<file path="src/rtl/mem_arb_pkg.sv">
// Shared types and sizing helpers for the unified-memory port arbiter.
package mem_arb_pkg;

  typedef enum logic [1:0] {
    IDLE,
    BUSY_IF,
    BUSY_D,
    RESP
  } arb_state_t;

  typedef enum logic {
    OWN_IF,
    OWN_D
  } owner_t;

  localparam int unsigned DefMaxDataRun = 4;
  localparam int unsigned RunCntWidth   = $clog2(DefMaxDataRun + 1);

  // Width needed to hold 0..max_run; never narrower than one bit.
  function automatic int unsigned run_cnt_width(input int unsigned max_run);
    return (max_run < 1) ? 1 : $clog2(max_run + 1);
  endfunction

endpackage

</file>
<file path="src/rtl/mem_port_arbiter_if.sv">
// Core-side and memory-side signals of the shared memory port.
interface mem_port_arbiter_if #(
  parameter int unsigned ADDR_WIDTH = 32,
  parameter int unsigned DATA_WIDTH = 32
);

  // Fetch requester
  logic                  if_req_i;
  logic [ADDR_WIDTH-1:0] if_addr_i;
  logic                  if_gnt_o;
  logic                  if_rvalid_o;
  logic [DATA_WIDTH-1:0] if_rdata_o;

  // Load/store requester
  logic                  d_req_i;
  logic                  d_we_i;
  logic                  d_byte_i;
  logic [ADDR_WIDTH-1:0] d_addr_i;
  logic [DATA_WIDTH-1:0] d_wdata_i;
  logic                  d_gnt_o;
  logic                  d_rvalid_o;
  logic [DATA_WIDTH-1:0] d_rdata_o;

  // External memory
  logic                  mem_req_o;
  logic                  mem_we_o;
  logic                  mem_byte_o;
  logic [ADDR_WIDTH-1:0] mem_addr_o;
  logic [DATA_WIDTH-1:0] mem_wdata_o;
  logic                  mem_ready_i;
  logic [DATA_WIDTH-1:0] mem_rdata_i;

  logic                  stall_o;

  // Arbiter side
  modport slave (
    input  if_req_i, if_addr_i,
    output if_gnt_o, if_rvalid_o, if_rdata_o,
    input  d_req_i, d_we_i, d_byte_i, d_addr_i, d_wdata_i,
    output d_gnt_o, d_rvalid_o, d_rdata_o,
    output mem_req_o, mem_we_o, mem_byte_o, mem_addr_o, mem_wdata_o,
    input  mem_ready_i, mem_rdata_i,
    output stall_o
  );

  // Core and memory side
  modport master (
    output if_req_i, if_addr_i,
    input  if_gnt_o, if_rvalid_o, if_rdata_o,
    output d_req_i, d_we_i, d_byte_i, d_addr_i, d_wdata_i,
    input  d_gnt_o, d_rvalid_o, d_rdata_o,
    input  mem_req_o, mem_we_o, mem_byte_o, mem_addr_o, mem_wdata_o,
    output mem_ready_i, mem_rdata_i,
    input  stall_o
  );

endinterface

</file>
<file path="src/rtl/mem_arb_prio.sv">
// Priority select between fetch and data, plus the saturating data-run counter
// that keeps a stream of data accesses from starving instruction fetch.
module mem_arb_prio
  import mem_arb_pkg::*;
#(
  parameter int unsigned MAX_DATA_RUN = DefMaxDataRun,
  parameter int unsigned CntW         = RunCntWidth
) (
  input  logic            arb_en_i,   // arbiter idle and out of reset
  input  logic            if_req_i,
  input  logic            d_req_i,
  input  logic [CntW-1:0] run_cnt_i,
  output logic [1:0]      gnt_o,      // bit 0 fetch, bit 1 data
  output logic [CntW-1:0] run_cnt_o
);

  localparam logic [CntW-1:0] RunMax = CntW'(MAX_DATA_RUN);
  localparam logic [CntW-1:0] CntOne = CntW'(1);

  // Data wins ties until it has used up its run, then fetch gets one slot.
  always_comb begin
    gnt_o     = 2'b00;
    run_cnt_o = run_cnt_i;
    if (arb_en_i) begin
      if (d_req_i && (!if_req_i || (run_cnt_i != RunMax))) begin
        gnt_o[1] = 1'b1;
      end else if (if_req_i) begin
        gnt_o[0] = 1'b1;
      end
      if (gnt_o[1]) begin
        run_cnt_o = (run_cnt_i == RunMax) ? run_cnt_i : run_cnt_i + CntOne;
      end else begin
        // Fetch grant or an idle cycle with nothing pending
        run_cnt_o = '0;
      end
    end
  end

endmodule

</file>
<file path="src/rtl/mem_port_arbiter.sv">
// Shares one single-port memory between instruction fetch and load/store,
// sequencing a variable-latency request/ready handshake.
module mem_port_arbiter
  import mem_arb_pkg::*;
#(
  parameter int unsigned ADDR_WIDTH   = 32,
  parameter int unsigned DATA_WIDTH   = 32,
  parameter int unsigned MAX_DATA_RUN = DefMaxDataRun
) (
  input logic               clk,
  input logic               rst,
  mem_port_arbiter_if.slave bus
);

  localparam int unsigned CntW = run_cnt_width(MAX_DATA_RUN);

  arb_state_t            state_q;
  owner_t                owner_q;
  logic [CntW-1:0]       run_cnt_q, run_cnt_d;
  logic [1:0]            gnt;
  logic                  arb_en;

  logic                  mem_req_q, mem_we_q, mem_byte_q;
  logic [ADDR_WIDTH-1:0] mem_addr_q;
  logic [DATA_WIDTH-1:0] mem_wdata_q;
  logic                  if_rvalid_q, d_rvalid_q;
  logic [DATA_WIDTH-1:0] if_rdata_q, d_rdata_q;

  assign arb_en = (state_q == IDLE) && !rst;

  mem_arb_prio #(
    .MAX_DATA_RUN(MAX_DATA_RUN),
    .CntW        (CntW)
  ) u_prio (
    .arb_en_i (arb_en),
    .if_req_i (bus.if_req_i),
    .d_req_i  (bus.d_req_i),
    .run_cnt_i(run_cnt_q),
    .gnt_o    (gnt),
    .run_cnt_o(run_cnt_d)
  );

  // Access sequencer: latch the granted request onto the bus, wait for ready, respond.
  always_ff @(posedge clk) begin
    if (rst) begin
      state_q     <= IDLE;
      owner_q     <= OWN_IF;
      run_cnt_q   <= '0;
      mem_req_q   <= 1'b0;
      mem_we_q    <= 1'b0;
      mem_byte_q  <= 1'b0;
      mem_addr_q  <= '0;
      mem_wdata_q <= '0;
      if_rvalid_q <= 1'b0;
      d_rvalid_q  <= 1'b0;
      if_rdata_q  <= '0;
      d_rdata_q   <= '0;
    end else begin
      if_rvalid_q <= 1'b0;
      d_rvalid_q  <= 1'b0;
      run_cnt_q   <= run_cnt_d;
      unique case (state_q)
        IDLE: begin
          if (gnt[1]) begin
            state_q     <= BUSY_D;
            owner_q     <= OWN_D;
            mem_req_q   <= 1'b1;
            mem_we_q    <= bus.d_we_i;
            mem_byte_q  <= bus.d_byte_i;
            mem_addr_q  <= bus.d_addr_i;
            mem_wdata_q <= bus.d_wdata_i;
          end else if (gnt[0]) begin
            state_q     <= BUSY_IF;
            owner_q     <= OWN_IF;
            mem_req_q   <= 1'b1;
            mem_we_q    <= 1'b0;
            mem_byte_q  <= 1'b0;
            mem_addr_q  <= bus.if_addr_i;
            mem_wdata_q <= '0;
          end
        end
        BUSY_IF, BUSY_D: begin
          if (bus.mem_ready_i) begin
            state_q   <= RESP;
            mem_req_q <= 1'b0;
            if (owner_q == OWN_IF) begin
              if_rvalid_q <= 1'b1;
              if_rdata_q  <= bus.mem_rdata_i;
            end else begin
              d_rvalid_q <= 1'b1;
              // Stores leave the last load data visible
              if (!mem_we_q) d_rdata_q <= bus.mem_rdata_i;
            end
          end
        end
        RESP: state_q <= IDLE;
        default: state_q <= IDLE;
      endcase
    end
  end

  // Grants and stall are combinational so the core sees them in the arbitration cycle.
  always_comb begin
    bus.if_gnt_o = gnt[0];
    bus.d_gnt_o  = gnt[1];
    bus.stall_o  = !rst && ((state_q != IDLE) || (bus.if_req_i && !gnt[0]) ||
                            (bus.d_req_i && !gnt[1]));
  end

  assign bus.mem_req_o   = mem_req_q;
  assign bus.mem_we_o    = mem_we_q;
  assign bus.mem_byte_o  = mem_byte_q;
  assign bus.mem_addr_o  = mem_addr_q;
  assign bus.mem_wdata_o = mem_wdata_q;
  assign bus.if_rvalid_o = if_rvalid_q;
  assign bus.if_rdata_o  = if_rdata_q;
  assign bus.d_rvalid_o  = d_rvalid_q;
  assign bus.d_rdata_o   = d_rdata_q;

endmodule

</file>
<file path="src/flat_wrapper.sv">
// flat-port wrapper written by rule: the top's interface ports become plain ports
module mem_port_arbiter_flat import mem_arb_pkg::*;
#(
  parameter int unsigned ADDR_WIDTH   = 32,
  parameter int unsigned DATA_WIDTH   = 32,
  parameter int unsigned MAX_DATA_RUN = DefMaxDataRun
)
  (clk, rst, bus_if_req_i, bus_if_addr_i, bus_if_gnt_o, bus_if_rvalid_o, bus_if_rdata_o, bus_d_req_i, bus_d_we_i, bus_d_byte_i, bus_d_addr_i, bus_d_wdata_i, bus_d_gnt_o, bus_d_rvalid_o, bus_d_rdata_o, bus_mem_req_o, bus_mem_we_o, bus_mem_byte_o, bus_mem_addr_o, bus_mem_wdata_o, bus_mem_ready_i, bus_mem_rdata_i, bus_stall_o);
  mem_port_arbiter_if #(.ADDR_WIDTH(ADDR_WIDTH), .DATA_WIDTH(DATA_WIDTH)) bus_i ();
  input logic clk;
  input logic rst;
  input wire logic [$bits(bus_i.if_req_i)-1:0] bus_if_req_i;
  input wire logic [$bits(bus_i.if_addr_i)-1:0] bus_if_addr_i;
  output wire logic [$bits(bus_i.if_gnt_o)-1:0] bus_if_gnt_o;
  output wire logic [$bits(bus_i.if_rvalid_o)-1:0] bus_if_rvalid_o;
  output wire logic [$bits(bus_i.if_rdata_o)-1:0] bus_if_rdata_o;
  input wire logic [$bits(bus_i.d_req_i)-1:0] bus_d_req_i;
  input wire logic [$bits(bus_i.d_we_i)-1:0] bus_d_we_i;
  input wire logic [$bits(bus_i.d_byte_i)-1:0] bus_d_byte_i;
  input wire logic [$bits(bus_i.d_addr_i)-1:0] bus_d_addr_i;
  input wire logic [$bits(bus_i.d_wdata_i)-1:0] bus_d_wdata_i;
  output wire logic [$bits(bus_i.d_gnt_o)-1:0] bus_d_gnt_o;
  output wire logic [$bits(bus_i.d_rvalid_o)-1:0] bus_d_rvalid_o;
  output wire logic [$bits(bus_i.d_rdata_o)-1:0] bus_d_rdata_o;
  output wire logic [$bits(bus_i.mem_req_o)-1:0] bus_mem_req_o;
  output wire logic [$bits(bus_i.mem_we_o)-1:0] bus_mem_we_o;
  output wire logic [$bits(bus_i.mem_byte_o)-1:0] bus_mem_byte_o;
  output wire logic [$bits(bus_i.mem_addr_o)-1:0] bus_mem_addr_o;
  output wire logic [$bits(bus_i.mem_wdata_o)-1:0] bus_mem_wdata_o;
  input wire logic [$bits(bus_i.mem_ready_i)-1:0] bus_mem_ready_i;
  input wire logic [$bits(bus_i.mem_rdata_i)-1:0] bus_mem_rdata_i;
  output wire logic [$bits(bus_i.stall_o)-1:0] bus_stall_o;
  assign bus_i.if_req_i = bus_if_req_i;
  assign bus_i.if_addr_i = bus_if_addr_i;
  assign bus_if_gnt_o = bus_i.if_gnt_o;
  assign bus_if_rvalid_o = bus_i.if_rvalid_o;
  assign bus_if_rdata_o = bus_i.if_rdata_o;
  assign bus_i.d_req_i = bus_d_req_i;
  assign bus_i.d_we_i = bus_d_we_i;
  assign bus_i.d_byte_i = bus_d_byte_i;
  assign bus_i.d_addr_i = bus_d_addr_i;
  assign bus_i.d_wdata_i = bus_d_wdata_i;
  assign bus_d_gnt_o = bus_i.d_gnt_o;
  assign bus_d_rvalid_o = bus_i.d_rvalid_o;
  assign bus_d_rdata_o = bus_i.d_rdata_o;
  assign bus_mem_req_o = bus_i.mem_req_o;
  assign bus_mem_we_o = bus_i.mem_we_o;
  assign bus_mem_byte_o = bus_i.mem_byte_o;
  assign bus_mem_addr_o = bus_i.mem_addr_o;
  assign bus_mem_wdata_o = bus_i.mem_wdata_o;
  assign bus_i.mem_ready_i = bus_mem_ready_i;
  assign bus_i.mem_rdata_i = bus_mem_rdata_i;
  assign bus_stall_o = bus_i.stall_o;
  mem_port_arbiter #(.ADDR_WIDTH(ADDR_WIDTH), .DATA_WIDTH(DATA_WIDTH), .MAX_DATA_RUN(MAX_DATA_RUN)) u_core (.clk(clk), .rst(rst), .bus(bus_i));
endmodule
</file>
<file path="config.mk">
export PLATFORM = sky130hd
export DESIGN_NAME = mem_port_arbiter_flat
export DESIGN_NICKNAME = d
export VERILOG_FILES = /design/src/rtl/mem_arb_pkg.sv /design/src/rtl/mem_port_arbiter_if.sv /design/src/rtl/mem_arb_prio.sv /design/src/rtl/mem_port_arbiter.sv /design/src/flat_wrapper.sv
export SDC_FILE = /design/constraint.sdc
export NUM_CORES = 1
export LEC_CHECK = 0
export CORE_ASPECT_RATIO = 1.75
export CORE_UTILIZATION = 40
export CTS_CLUSTER_SIZE = 30
export DETAILED_ROUTE_END_ITERATION = 8
export HOLD_SLACK_MARGIN = 0.12
export PLACE_DENSITY_LB_ADDON = 0.3
export SETUP_SLACK_MARGIN = 0.2
export SLEW_MARGIN = 20
export SYNTH_ARGS = -nofsm -noshare
export SYNTH_HDL_FRONTEND = slang
export SYNTH_SLANG_ARGS = --single-unit
</file>
<file path="constraint.sdc">
create_clock -name clk -period 3.6 [get_ports clk]
set_clock_uncertainty 0.15 [all_clocks]
set_input_delay 0.54 -clock clk [delete_from_list [all_inputs] [get_ports clk]]
set_output_delay 0.54 -clock clk [all_outputs]
set_load 0.02 [all_outputs]
</file>
* Yosys cells after proc, flatten, opt, wreduce, memory -nomap -nowiden
Index checks and enable logic that the tools add are counted.
** Operators by class
- Add/sub/neg operators :: 1
- Multipliers :: 0
- Divide/modulo/power cells :: 0
- $lt $le $gt $ge :: 0
- Eq/ne operators :: 8
- Shifts and indexed selects :: 0
- Muxes and demuxes :: 25
- Bitwise logic cells :: 4
- Reduce and logical (&&, ||, !) cells :: 24
** Operators by type and width (number)
- 32-bit 2-to-1 mux :: 4
- 1-bit 2-to-1 mux :: 13
- 2-bit 2-to-1 mux :: 4
- 3-bit 2-to-1 mux :: 2
- 2-bit one-hot mux with 3 select lines :: 1
- 2-bit AND reduction :: 3
- 3-bit AND reduction :: 2
- 2-bit nonzero test :: 3
- 1-bit logical AND :: 5
- 2-bit == test, second input constant :: 2
- 1-bit zero test :: 4
- 2-bit != test, second input constant :: 2
- 1-bit inverter :: 4
- 4-bit AND reduction :: 1
- 3-bit by 1-bit adder with 3-bit output, second input constant :: 1
- 3-bit == test, second input constant :: 1
- 1-bit logical OR :: 3
- 3-bit by 1-bit != test with 1-bit output, second input constant :: 1
- 3-bit != test, second input constant :: 1
- 3-bit OR reduction :: 1
- 2-bit by 1-bit == test with 1-bit output, second input constant :: 1
- 2-bit zero test :: 1
- 1-bit one-hot mux with 2 select lines :: 1
- 2-bit OR reduction :: 1
** Storage, ports and cells
- Bits in registers :: 139
- Bits in latches :: 0
- Memory bits (writable) :: 0
- Memory bits (read-only) :: 0
- Output and inout bits :: 136
- Memories kept :: 0

* Logic depth before layout (Yosys ltp)
- Depth after elaboration :: 11
- Gate-level depth with buffers :: 8
- Depth with buffers taken out :: 5

* Hierarchy
A second synthesis with hierarchy kept.
** Second synthesis, totals
- Cell total of the unflattened synthesis :: 601
- Area total of the unflattened synthesis :: 5476.5 sq um
** Modules (own cells, without submodules)
- mem_port_arbiter :: instances 1, cells each 581, area each 5335.1 sq um
- mem_arb_prio :: instances 1, cells each 20, area each 141.4 sq um

* Worst setup path after synthesis
No wires, ideal clock.
- Path kind :: input -> output
- From :: input rst
- To :: output bus_if_gnt_o
- Arrival time :: 1.538 ns
- Data required time :: 2.910 ns
- Slack :: 1.372 ns
- Cell stages on the path :: 5
- Buffers on the path :: 3
- Cells stage by stage :: buf_6 > and3b_1 > buf_6 > buf_8 > a21boi_1
** Between the ends
- Word-level cells in the longest chain between the ends :: 3
** Ends and longest elaborated chain
- from (decl) :: line flat_wrapper.sv:11 : input logic rst;
- 1-bit zero test :: line mem_port_arbiter.sv:29 : assign arb_en = (state_q == IDLE) && !rst;
- 1-bit logical AND :: line mem_port_arbiter.sv:29
- 2-bit 2-to-1 mux :: line mem_arb_prio.sv:24 : if (arb_en_i) begin
- to (decl) :: line flat_wrapper.sv:14 : output wire logic [$bits(bus_i.if_gnt_o)-1:0] bus_if_gnt_o;
No other way between the ends.

* Worst setup path in the final report
- From :: register u_core.state_q[1]
- To :: output bus_if_gnt_o
** Between the ends
- Word-level cells in the longest chain between the ends :: 3
** Ends and longest elaborated chain
- from (decl) :: line mem_port_arbiter.sv:17 : arb_state_t state_q;
- from (signal assigned) :: line mem_port_arbiter.sv:46 : state_q <= IDLE;
- from (signal assigned) :: line mem_port_arbiter.sv:65 : state_q <= BUSY_D;
- from (signal assigned) :: line mem_port_arbiter.sv:73 : state_q <= BUSY_IF;
- 2-bit zero test :: line mem_port_arbiter.sv:29
- 1-bit logical AND :: line mem_port_arbiter.sv:29
- 2-bit 2-to-1 mux :: line mem_arb_prio.sv:24
No other way between the ends.

==> results.py <==
metrics = {
    "timing": {
        "period_share_pct": 80.9,
        "rsz0062_at_grt": "false",
        "slew_violations": 0,
        "timing.final.crit_period_ns": 2.91,
        "setup_tns_ns": 0,
        "worst_slew_pin_slew_ns": 1.02,
        "finalHoldViolations": 0,
        "setup_viol": 0,
        "slew_headroom_pct": 32.0,
        "clock.fmax_mhz": 343,
    },
    "final_layout": {
        "num-fill-cells": 1204,
        "final_nets": 1033,
        "drive_gt1_share_pct": 5.41,
        "final_util_pct": 66.1,
        "final_cell_mix": "clkdlybuf4s50_1, dfxtp_1, nand2_1, a21oi_1, nand3_1",
        "area_delta_synth_final_pct": 60.4,
        "final_common_cell": "clkdlybuf4s50_1",
    },
    "pwr": {
        "power_frac_seq_pct": 34.2,
        "netSwitchingPower_mw": 1.78,
        "clockPowerShare_pct": 33.4,
        "switching_share_pct": 32.0,
        "leakagePower_nw": 3.06,
        "p_int_mw": 3.78,
        "share_comb_of_total_power_pct": 32.5,
        "peakVddDrop_uv": 421,
        "p_total_mw": 5.56,
        "power_density_nw_per_um2": 626,
    },
    "setup_path": {
        "cp.arrival_ns": 2.22,
        "path_class": "flop to primary output",
        "cp_cell_sequence": "inv_1 -> ha_1 -> and3b_2 -> a21boi_1 -> clkdlybuf4s50_1",
        "critPathRequiredTime_ns": 2.91,
        "cp_max_fo": 11,
        "worst_setup_path_end_kind": "primary output",
        "regToRegSetupSlack_ns": 1.20,
        "slowest_stage": "clkdlybuf4s50_1",
        "critPathBufInv": 2,
        "cpPeakStageDelay_ns": 0.61,
        "critPathTopFamily": "buffers and inverters",
        "worstSetupStartpointType": "flop",
    },
    "synthesis": {
        "synth_edf_count": 0,
        "syn-num-nets": 792,
        "synthFlopType": "dfxtp_1",
        "synth_simple_gate_area_share_pct": 17.9,
        "yosysWarnings": 0,
        "synth_cell_types": 36,
        "synth_cells": 652,
        "yosysSeqAreaShare_pct": 50.2,
        "synth_seq_cells": 139,
        "syn_area_per_cell_um2": 8.50,
        "synth_compound_area_share_pct": 18.8,
        "synthXorXnorAreaFrac_pct": 0,
        "synth_top_family_by_area": "compound AO/OA/AOI/OAI gates",
        "synth-adder-area-share_pct": 1.13,
        "synthArstFlopShare_pct": 0,
        "syn_area_um2": 5540,
        "synth_mux_area_share_pct": 5.78,
    },
    "clock_network": {
        "htree_levels": 4,
        "cts_buffers": 17,
        "cts_setup_buffers": 0,
        "cts_tree": "done",
        "cts.path.max_buffers": 2,
        "clkTransAtPathRegs_ns": 0.06,
        "cts_hold_buffers": 0,
        "cts_resized": 0,
        "root_buffer": "clkbuf_16",
        "cts.sinks": 139,
        "insertion_delay_ns": 0.41,
    },
    "floorplan": {
        "die_w_um": 91.0,
        "num_rows": 56,
        "coreArea_um2": 13500,
        "dieHeight_um": 158,
        "die_area_um2": 14400,
        "ios": 271,
        "start_util_pct": 41.2,
    },
    "route": {
        "vias": 5614,
        "final_antenna_net_count": 0,
        "drc": 0,
        "drt_iter0_markers": 204,
        "routedWlPerCell_um": 16.0,
        "post_drt_via_cell_ratio": 5.19,
        "wl_mm": 17.3,
        "drt_pass1_iterations": 6,
    },
    "placed_design": {
        "io_buffers": 270,
        "hpwlAfterDp_mm": 11.7,
        "gp_congestion": 0.805,
    },
    "global_routing": {
        "grt_pass1_wl_mm": 27.1,
        "antenna_found_initial": 1,
        "gr-total-overflow": 0,
        "grt_pass1_vias": 5436,
        "grt_max_degree": 96,
        "grt_use_total_pct": 23.7,
    },
    "min_path": {
        "hp-class": "flop to flop",
    },
    "job": {
        "cap_violations": 0,
    },
    "run_status": {
        "status": "complete, no violations",
    },
}
[cells by family (layout without fill, tap and decap cells)]
kind of cell | count (synthesis) | after routing
AO/OA/AOI/OAI | 184 | 184
adder cells (fa/ha/maj) | 5 | 5
buffers and inverters | 68 | 322
flip-flops | 139 | 139
multiplexers | 32 | 32
other | 0 | 1
AND/OR/NAND/NOR | 224 | 224
[final cells by class]
cell class	instances	area (um2)	share of cell area, %
Antenna cell	1	2.50	0.0281
Clock buffer	20	447	5.02
Clock inverter	12	189	2.12
Inverter	6	22.5	0.253
Multi-Input combinational cell	445	2420	27.3
Sequential cell	139	2780	31.3
Tap cell	174	218	2.45
Timing Repair Buffer	284	2810	31.6
[power by group through the flow]
| stage | Clock [mW] | Combinational [mW] | Sequential, mW |
|---|---|---|---|
| finish | 1.86 | 1.81 | 1.90 |
| CTS | 1.89 | 1.82 | 1.90 |
| detailed placement | 0 | 1.81 | 1.93 |
| global placement | 0 | 1.79 | 1.92 |
| global route | 1.96 | 1.95 | 1.93 |
| floorplan | 0 | 0.789 | 2.19 |
[per-stage QoR]
step | cells | setup WS (ns) | hold slack [ns] | cell area [um2]
6_report | 1081 | 0.687 | 0.302 | 8890
5_1_grt | 1081 | 0.544 | 0.317 | 8890
4_1_cts | 1080 | 0.647 | 0.304 | 8890
3_5_place_dp | 1048 | 0.741 | 0.296 | 8250
3_3_place_gp | 1048 | 0.756 | 0.291 | 8250
2_1_floorplan | 652 | 1.37 | 0.320 | 5540
[worst paths after layout]
path	start	endpoint	cells after the start
setup / recovery	u_core.state_q[1]	bus_if_gnt_o	5
hold / removal	u_core.bus.if_rdata_o[28]	u_core.bus.if_rdata_o[28]	2
setup reg to reg	u_core.state_q[1]	u_core.run_cnt_q[2]	5
hold reg to reg	u_core.bus.if_rdata_o[28]	u_core.bus.if_rdata_o[28]	2
[Yosys cell counts (5+ instances only)]
cell type / n / area [um2]
a211oi_1: 33 / 248
a21oi_1: 104 / 521
buf_1: 6 / 22.5
buf_2: 17 / 85.1
clkbuf_1: 33 / 124
dfxtp_1: 139 / 2780
ha_1: 5 / 62.6
inv_1: 5 / 18.8
mux2i_1: 32 / 320
nand2_1: 132 / 495
nand2b_1: 6 / 37.5
nand3_1: 36 / 180
nor3_1: 34 / 170
o21ai_0: 35 / 175
[metal layers]
layer / vias up / GRT usage (%) / wire length, um
met4: 0 / 12.8 / 655
met2: 206 / 42.8 / 9070
met1: 2622 / 25.9 / 6690
met3: 40 / 5.00 / 842
li1: 2746 / - / -
met5: - / 0 / 0
[worst reg2reg max path: cells and delay by family, from the launching register on]
kind            cells  cell delay (ns)
flops               1             0.31
buf+inv             1             0.10
simple gates        2             1.12
fa+ha+maj           1             0.38
compound gates      1             0.24
[sequential cells by signal, summed over array words and instances (netlist names), 2 cells and up]
register	count
u_core.bus.d_rdata_o	32
u_core.bus.mem_addr_o	32
u_core.bus.if_rdata_o	32
u_core.bus.mem_wdata_o	32
u_core.state_q	2
u_core.run_cnt_q	3
No activity file was read; power rests on OpenSTA's default activity.
